File: src/rtl/cond_eval_unit.sv
// Condition-evaluation stage: architectural flag register with masked merge,
// 4-bit condition-code resolution and a single-entry valid/ready result slot.
module cond_eval_unit #(
  parameter int TAG_W = 4,
  parameter int CNT_W = 16
) (
  input  logic             clk,
  input  logic             rst_n,
  input  logic [3:0]       flags_in,
  input  logic             flags_we,
  input  logic [3:0]       flags_mask,
  input  logic             flags_pend,
  input  logic             cc_valid,
  output logic             cc_ready,
  input  logic [3:0]       cc_code,
  input  logic [TAG_W-1:0] cc_tag,
  output logic             res_valid,
  input  logic             res_ready,
  output logic             res_taken,
  output logic [TAG_W-1:0] res_tag,
  output logic [3:0]       flags_q,
  output logic [CNT_W-1:0] stall_cnt
);

  // Flag bit positions, matching the ALU compare stage (N Z C V from MSB).
  localparam int unsigned FLAG_V = 0;
  localparam int unsigned FLAG_C = 1;
  localparam int unsigned FLAG_Z = 2;
  localparam int unsigned FLAG_N = 3;

  typedef enum logic [1:0] {ST_IDLE, ST_WAIT, ST_HOLD} state_t;

  state_t             state_q, state_d;
  logic [3:0]         flags_d;
  logic               res_taken_q, res_taken_d;
  logic [TAG_W-1:0]   res_tag_q, res_tag_d;
  logic [3:0]         pcode_q, pcode_d;
  logic [TAG_W-1:0]   ptag_q, ptag_d;
  logic [CNT_W-1:0]   stall_q, stall_d;
  logic               accept;

  // Codes come in complementary pairs: odd code = inverse of the even one.
  function automatic logic cond_eval(input logic [3:0] code, input logic [3:0] f);
    logic base;
    case (code[3:1])
      3'd0:    base = f[FLAG_Z];
      3'd1:    base = f[FLAG_C];
      3'd2:    base = f[FLAG_N];
      3'd3:    base = f[FLAG_V];
      3'd4:    base = f[FLAG_C] & ~f[FLAG_Z];
      3'd5:    base = f[FLAG_N] ~^ f[FLAG_V];
      3'd6:    base = ~f[FLAG_Z] & (f[FLAG_N] ~^ f[FLAG_V]);
      default: base = 1'b1;
    endcase
    return base ^ code[0];
  endfunction

  always_comb begin
    flags_d     = flags_we ? ((flags_in & flags_mask) | (flags_q & ~flags_mask)) : flags_q;
    state_d     = state_q;
    res_taken_d = res_taken_q;
    res_tag_d   = res_tag_q;
    pcode_d     = pcode_q;
    ptag_d      = ptag_q;
    stall_d     = stall_q;
    cc_ready    = (state_q == ST_IDLE) || ((state_q == ST_HOLD) && res_ready);
    res_valid   = (state_q == ST_HOLD);
    accept      = cc_valid & cc_ready;

    case (state_q)
      ST_IDLE: ;
      ST_WAIT: begin
        stall_d = stall_q + 1'b1;
        if (!flags_pend) begin
          res_taken_d = cond_eval(pcode_q, flags_d);
          res_tag_d   = ptag_q;
          state_d     = ST_HOLD;
        end
      end
      ST_HOLD: if (res_ready) state_d = ST_IDLE;
      default: state_d = ST_IDLE;
    endcase

    // New request from IDLE or from HOLD as the held result drains.
    if (accept) begin
      if (!flags_pend) begin
        res_taken_d = cond_eval(cc_code, flags_d);
        res_tag_d   = cc_tag;
        state_d     = ST_HOLD;
      end else begin
        pcode_d = cc_code;
        ptag_d  = cc_tag;
        state_d = ST_WAIT;
      end
    end
  end

  always_ff @(posedge clk or negedge rst_n) begin
    if (!rst_n) begin
      state_q     <= ST_IDLE;
      flags_q     <= '0;
      res_taken_q <= 1'b0;
      res_tag_q   <= '0;
      pcode_q     <= '0;
      ptag_q      <= '0;
      stall_q     <= '0;
    end else begin
      state_q     <= state_d;
      flags_q     <= flags_d;
      res_taken_q <= res_taken_d;
      res_tag_q   <= res_tag_d;
      pcode_q     <= pcode_d;
      ptag_q      <= ptag_d;
      stall_q     <= stall_d;
    end
  end

  assign res_taken = res_taken_q;
  assign res_tag   = res_tag_q;
  assign stall_cnt = stall_q;

endmodule

File: config.mk
export PLATFORM = sky130hd
export DESIGN_NAME = cond_eval_unit
export DESIGN_NICKNAME = d
export VERILOG_FILES = /design/src/rtl/cond_eval_unit.sv
export SDC_FILE = /design/constraint.sdc
export NUM_CORES = 1
export LEC_CHECK = 0
export ABC_AREA = 1
export CAP_MARGIN = 10
export CELL_PAD_IN_SITES_DETAIL_PLACEMENT = 0
export CELL_PAD_IN_SITES_GLOBAL_PLACEMENT = 1
export CORE_MARGIN = 3
export CORE_UTILIZATION = 35
export DETAILED_ROUTE_END_ITERATION = 6
export GPL_TIMING_DRIVEN = 0
export PLACE_DENSITY = 0.78
export SLEW_MARGIN = 20
export SYNTH_ARGS = -nofsm -noshare
export SYNTH_HDL_FRONTEND = slang
export SYNTH_SLANG_ARGS = --single-unit
File: constraint.sdc
create_clock -name clk -period 1.8 [get_ports clk]
set_input_delay 0.27 -clock clk [delete_from_list [all_inputs] [get_ports clk]]
set_output_delay 0.27 -clock clk [all_outputs]
set_load 0.02 [all_outputs]
==> impl_metrics.toml, run 1 <==
[outcome]
status = "finished clean"

[sta]
worst_pin_slew_ps = 349.4
relSlewSlack_pct = 76.62
finalSetupViolCount = 0
slew_violations = 0
fmax_mhz = 588.1
hold_viol_final = 0
fin_crit_ps = 1700
rsz0062_at_grt = "false"
skew_ps = 7.617
fin_ws_ps = 99.51
finalSetupTns_ps = 0
fin_crit_sh_pct = 94.47

[power]
ir_drop_mv = 0.5945
p_int_mw = 1.750
swShare_pct = 32.01
p_per_area_nw_per_um2 = 1010
sequentialPowerShare_pct = 40.7
p_leak_nw = 1.305
power_switching_uw = 824.0
p_comb_share_pct = 30.9
clkPwrFrac_pct = 28.4

[cells_and_area]
finalNonFillerCells = 350
post-route-util_pct = 51.87
final_nets = 305
final_common_cell = "nand2_1"
area_growth_pct = 38.50
final_cell_mix = "65 x nand2_1, 45 x clkdlybuf4s50_1, 41 x inv_1, 35 x dfrtp_1, 21 x nand3_1"
antennaDiodeCount = 0
drive_gt1_share_pct = 10.25
final_area_um2 = 2547

[worst_setup_path]
criticalPathCategory = "reg2out"
crit_path_cell_trace = "nor2_1 -> clkdlybuf4s50_1"
cp_slowest_stage_delay_ps = 600
path_max_fanout = 4
critPathCapture = "res_valid"
r2r_setup_slack_ps = 250
r2r-end = "stall_cnt[12]"
endpoint_kind = "output port"
cp.required_ps = 1530
startpoint_type = "flop"
r2r-start = "stall_cnt[1]"
critPathArrivalTime_ps = 1430
path_depth = 2
worst_path_max_delay_cell = "clkdlybuf4s50_1"
cp.buffers_inverters = 1
ff2ff_path_depth = 7
startpoint = "state_q[0]"
path_delay_family = "buffers and inverters"

[grt]
grt_pass1_vias = 1498
grt_max_degree = 24
grt_pass1_wl_um = 6858
grt-ovfl-total = 0
grt_usage_pct = 13.76
antenna_found_initial = 0

[yosys]
synth-seq-cells = 35
syn_nets = 249
synth_cells = 226
syn_avg_cell_area_um2 = 8.138
yosys_warnings = 0
ys_types = 25
syn-cell-area_um2 = 1839
yosysSeqAreaShare_pct = 47.62

[job]
maxCapViolCount = 0

[worst_hold_path]
min-delay-path-class = "in2async"

[floorplanning]
dieHeight_um = 78.49
die_w_um = 78.49
core_region_area_um2 = 4911
ioPinCount = 49
initial_core_util_pct = 37.45
dieArea_um2 = 6161
rows = 25

[place]
gp_congestion = 0.7537
post-place-cells = 341
port_buffers = 47
dp_slack_ps = -4.278
hpwl_um = 2992
placed_area_um2 = 2416

[routing]
wirelength_um = 3762
drt_iter0_drc = 51
ant_nets = 0
avgRoutedWirePerCell_um = 10.75
viasPerCell = 4.380
drt_pass1_iterations = 4
drcViolationCount = 0
routed-via-count = 1533

[clocking]
insertion_delay_ps = 280
clock-sinks = 35
clockBufferDepth = 2
htree_num_levels = 2
path_clk_slew_ps = 70
numCtsBuffers = 5
ctsRootBufferMaster = "clkbuf_8"
cts_tree = "yes"
==> cell usage after synthesis, drive strengths merged <==
library cell   n  share of area (%)
nand2         70                 15
inv           42                8.6
dfrtp         35                 48
nand3         22                6.3
nor2          18                4.2
xor2           9                4.3
xnor2          6                3.7
a22oi          4                1.6
mux2           4                2.4
o21ai          4                1.1
nand4          3                1.0
nor3           3                1.4
a21oi          2               0.54
buf            2               0.88
ha             1               0.68
o31ai          1               0.41
==> per-stage QoR <==
step	power [mW]	hold WS [ps]
finish	2.574	417.7
detailed placement	1.871	192.5
floorplan	1.502	-25.59
global placement	1.856	470.1
global route	2.758	449.3
CTS	2.617	425.4
==> what timing repair did <==
item / in CTS / in global routing
gates resized for setup: 1 / 1
pin swaps: 0 / 0
hold endpoints to repair: 12 / 0
gates cloned: 0 / 0
setup endpoints to repair: 1 / 3
buffers inserted: 0 / 0
hold buffers: 1 / 0
==> worst min-delay path by stage <==
stage / start / to / slack, ps / cells after the start
global placement: res_tag[3] / res_tag[3] / 470 / 2
detailed placement: rst_n / stall_cnt[5] / 190 / 1
global route: rst_n / stall_cnt[5] / 450 / 2
finish: rst_n / stall_cnt[5] / 420 / 2
CTS: rst_n / stall_cnt[5] / 430 / 2
floorplan: rst_n / asynchronous set/reset pin / -30 / 0
==> worst register-to-register path: cells and delay by family (launching register included) <==
kind,cells,cell delay (ps)
buffers and inverters,1,130
XOR/XNOR,1,150
AND/OR/NAND/NOR,4,540
adder cells (fa/ha/maj),1,200
flip-flops,1,410
==> flip-flops by register name, indices dropped and copies added, names as in the netlist, named ones only <==
name       cells
stall_cnt     16
flags_q        4
pcode_q        4
ptag_q         4
res_tag        4
state_q        2
==> routing by layer <==
layer	vias to the layer above	wire, µm	global-route usage (%)
met4	0	21	4.720
met5	-	0	0
met1	701	1813	18.87
met2	23	1785	21.32
met3	2	143	3.211
li1	807	-	-
==> cell families after synthesis <==
| kind of cell | Yosys count | share of synthesized area, % |
|---|---|---|
| and+or+nand+nor | 116 | 28.16 |
| buffers and inverters | 44 | 9.455 |
| DFF | 35 | 47.62 |
| xor gates and xnor gates | 15 | 7.959 |
| AOI/OAI and AO/OA | 11 | 3.674 |
| muxes | 4 | 2.449 |
| adders and majority gates | 1 | 0.6802 |
==> final cells by class <==
| cell class | instances | area, µm² |
|---|---|---|
| fill | 501 | 2364 |
| sequential | 35 | 875.8 |
| multi-input combinational | 147 | 794.5 |
| timing repair buffer | 49 | 501.7 |
| inverter | 42 | 157.7 |
| tap | 67 | 83.83 |
| clock buffer | 6 | 82.58 |
| clock inverter | 2 | 35.03 |
| buffer | 2 | 16.27 |
==> power by group through the flow <==
stage / Clock [mW] / Sequential (mW) / Combinational [mW]
2_1_floorplan: 0 / 1.17 / 0.335
3_3_place_gp: 0 / 1.06 / 0.794
3_5_place_dp: 0 / 1.06 / 0.809
4_1_cts: 0.759 / 1.05 / 0.810
5_1_grt: 0.801 / 1.07 / 0.882
6_report: 0.732 / 1.05 / 0.796
Power figures use the tool's default switching activity.
==> inputs of run 2 (changes only) <==
- TNS_END_PERCENT: not set -> 1
==> results of run 2 <==
The final DEF is identical to that of run 1; final timing and power are the same.
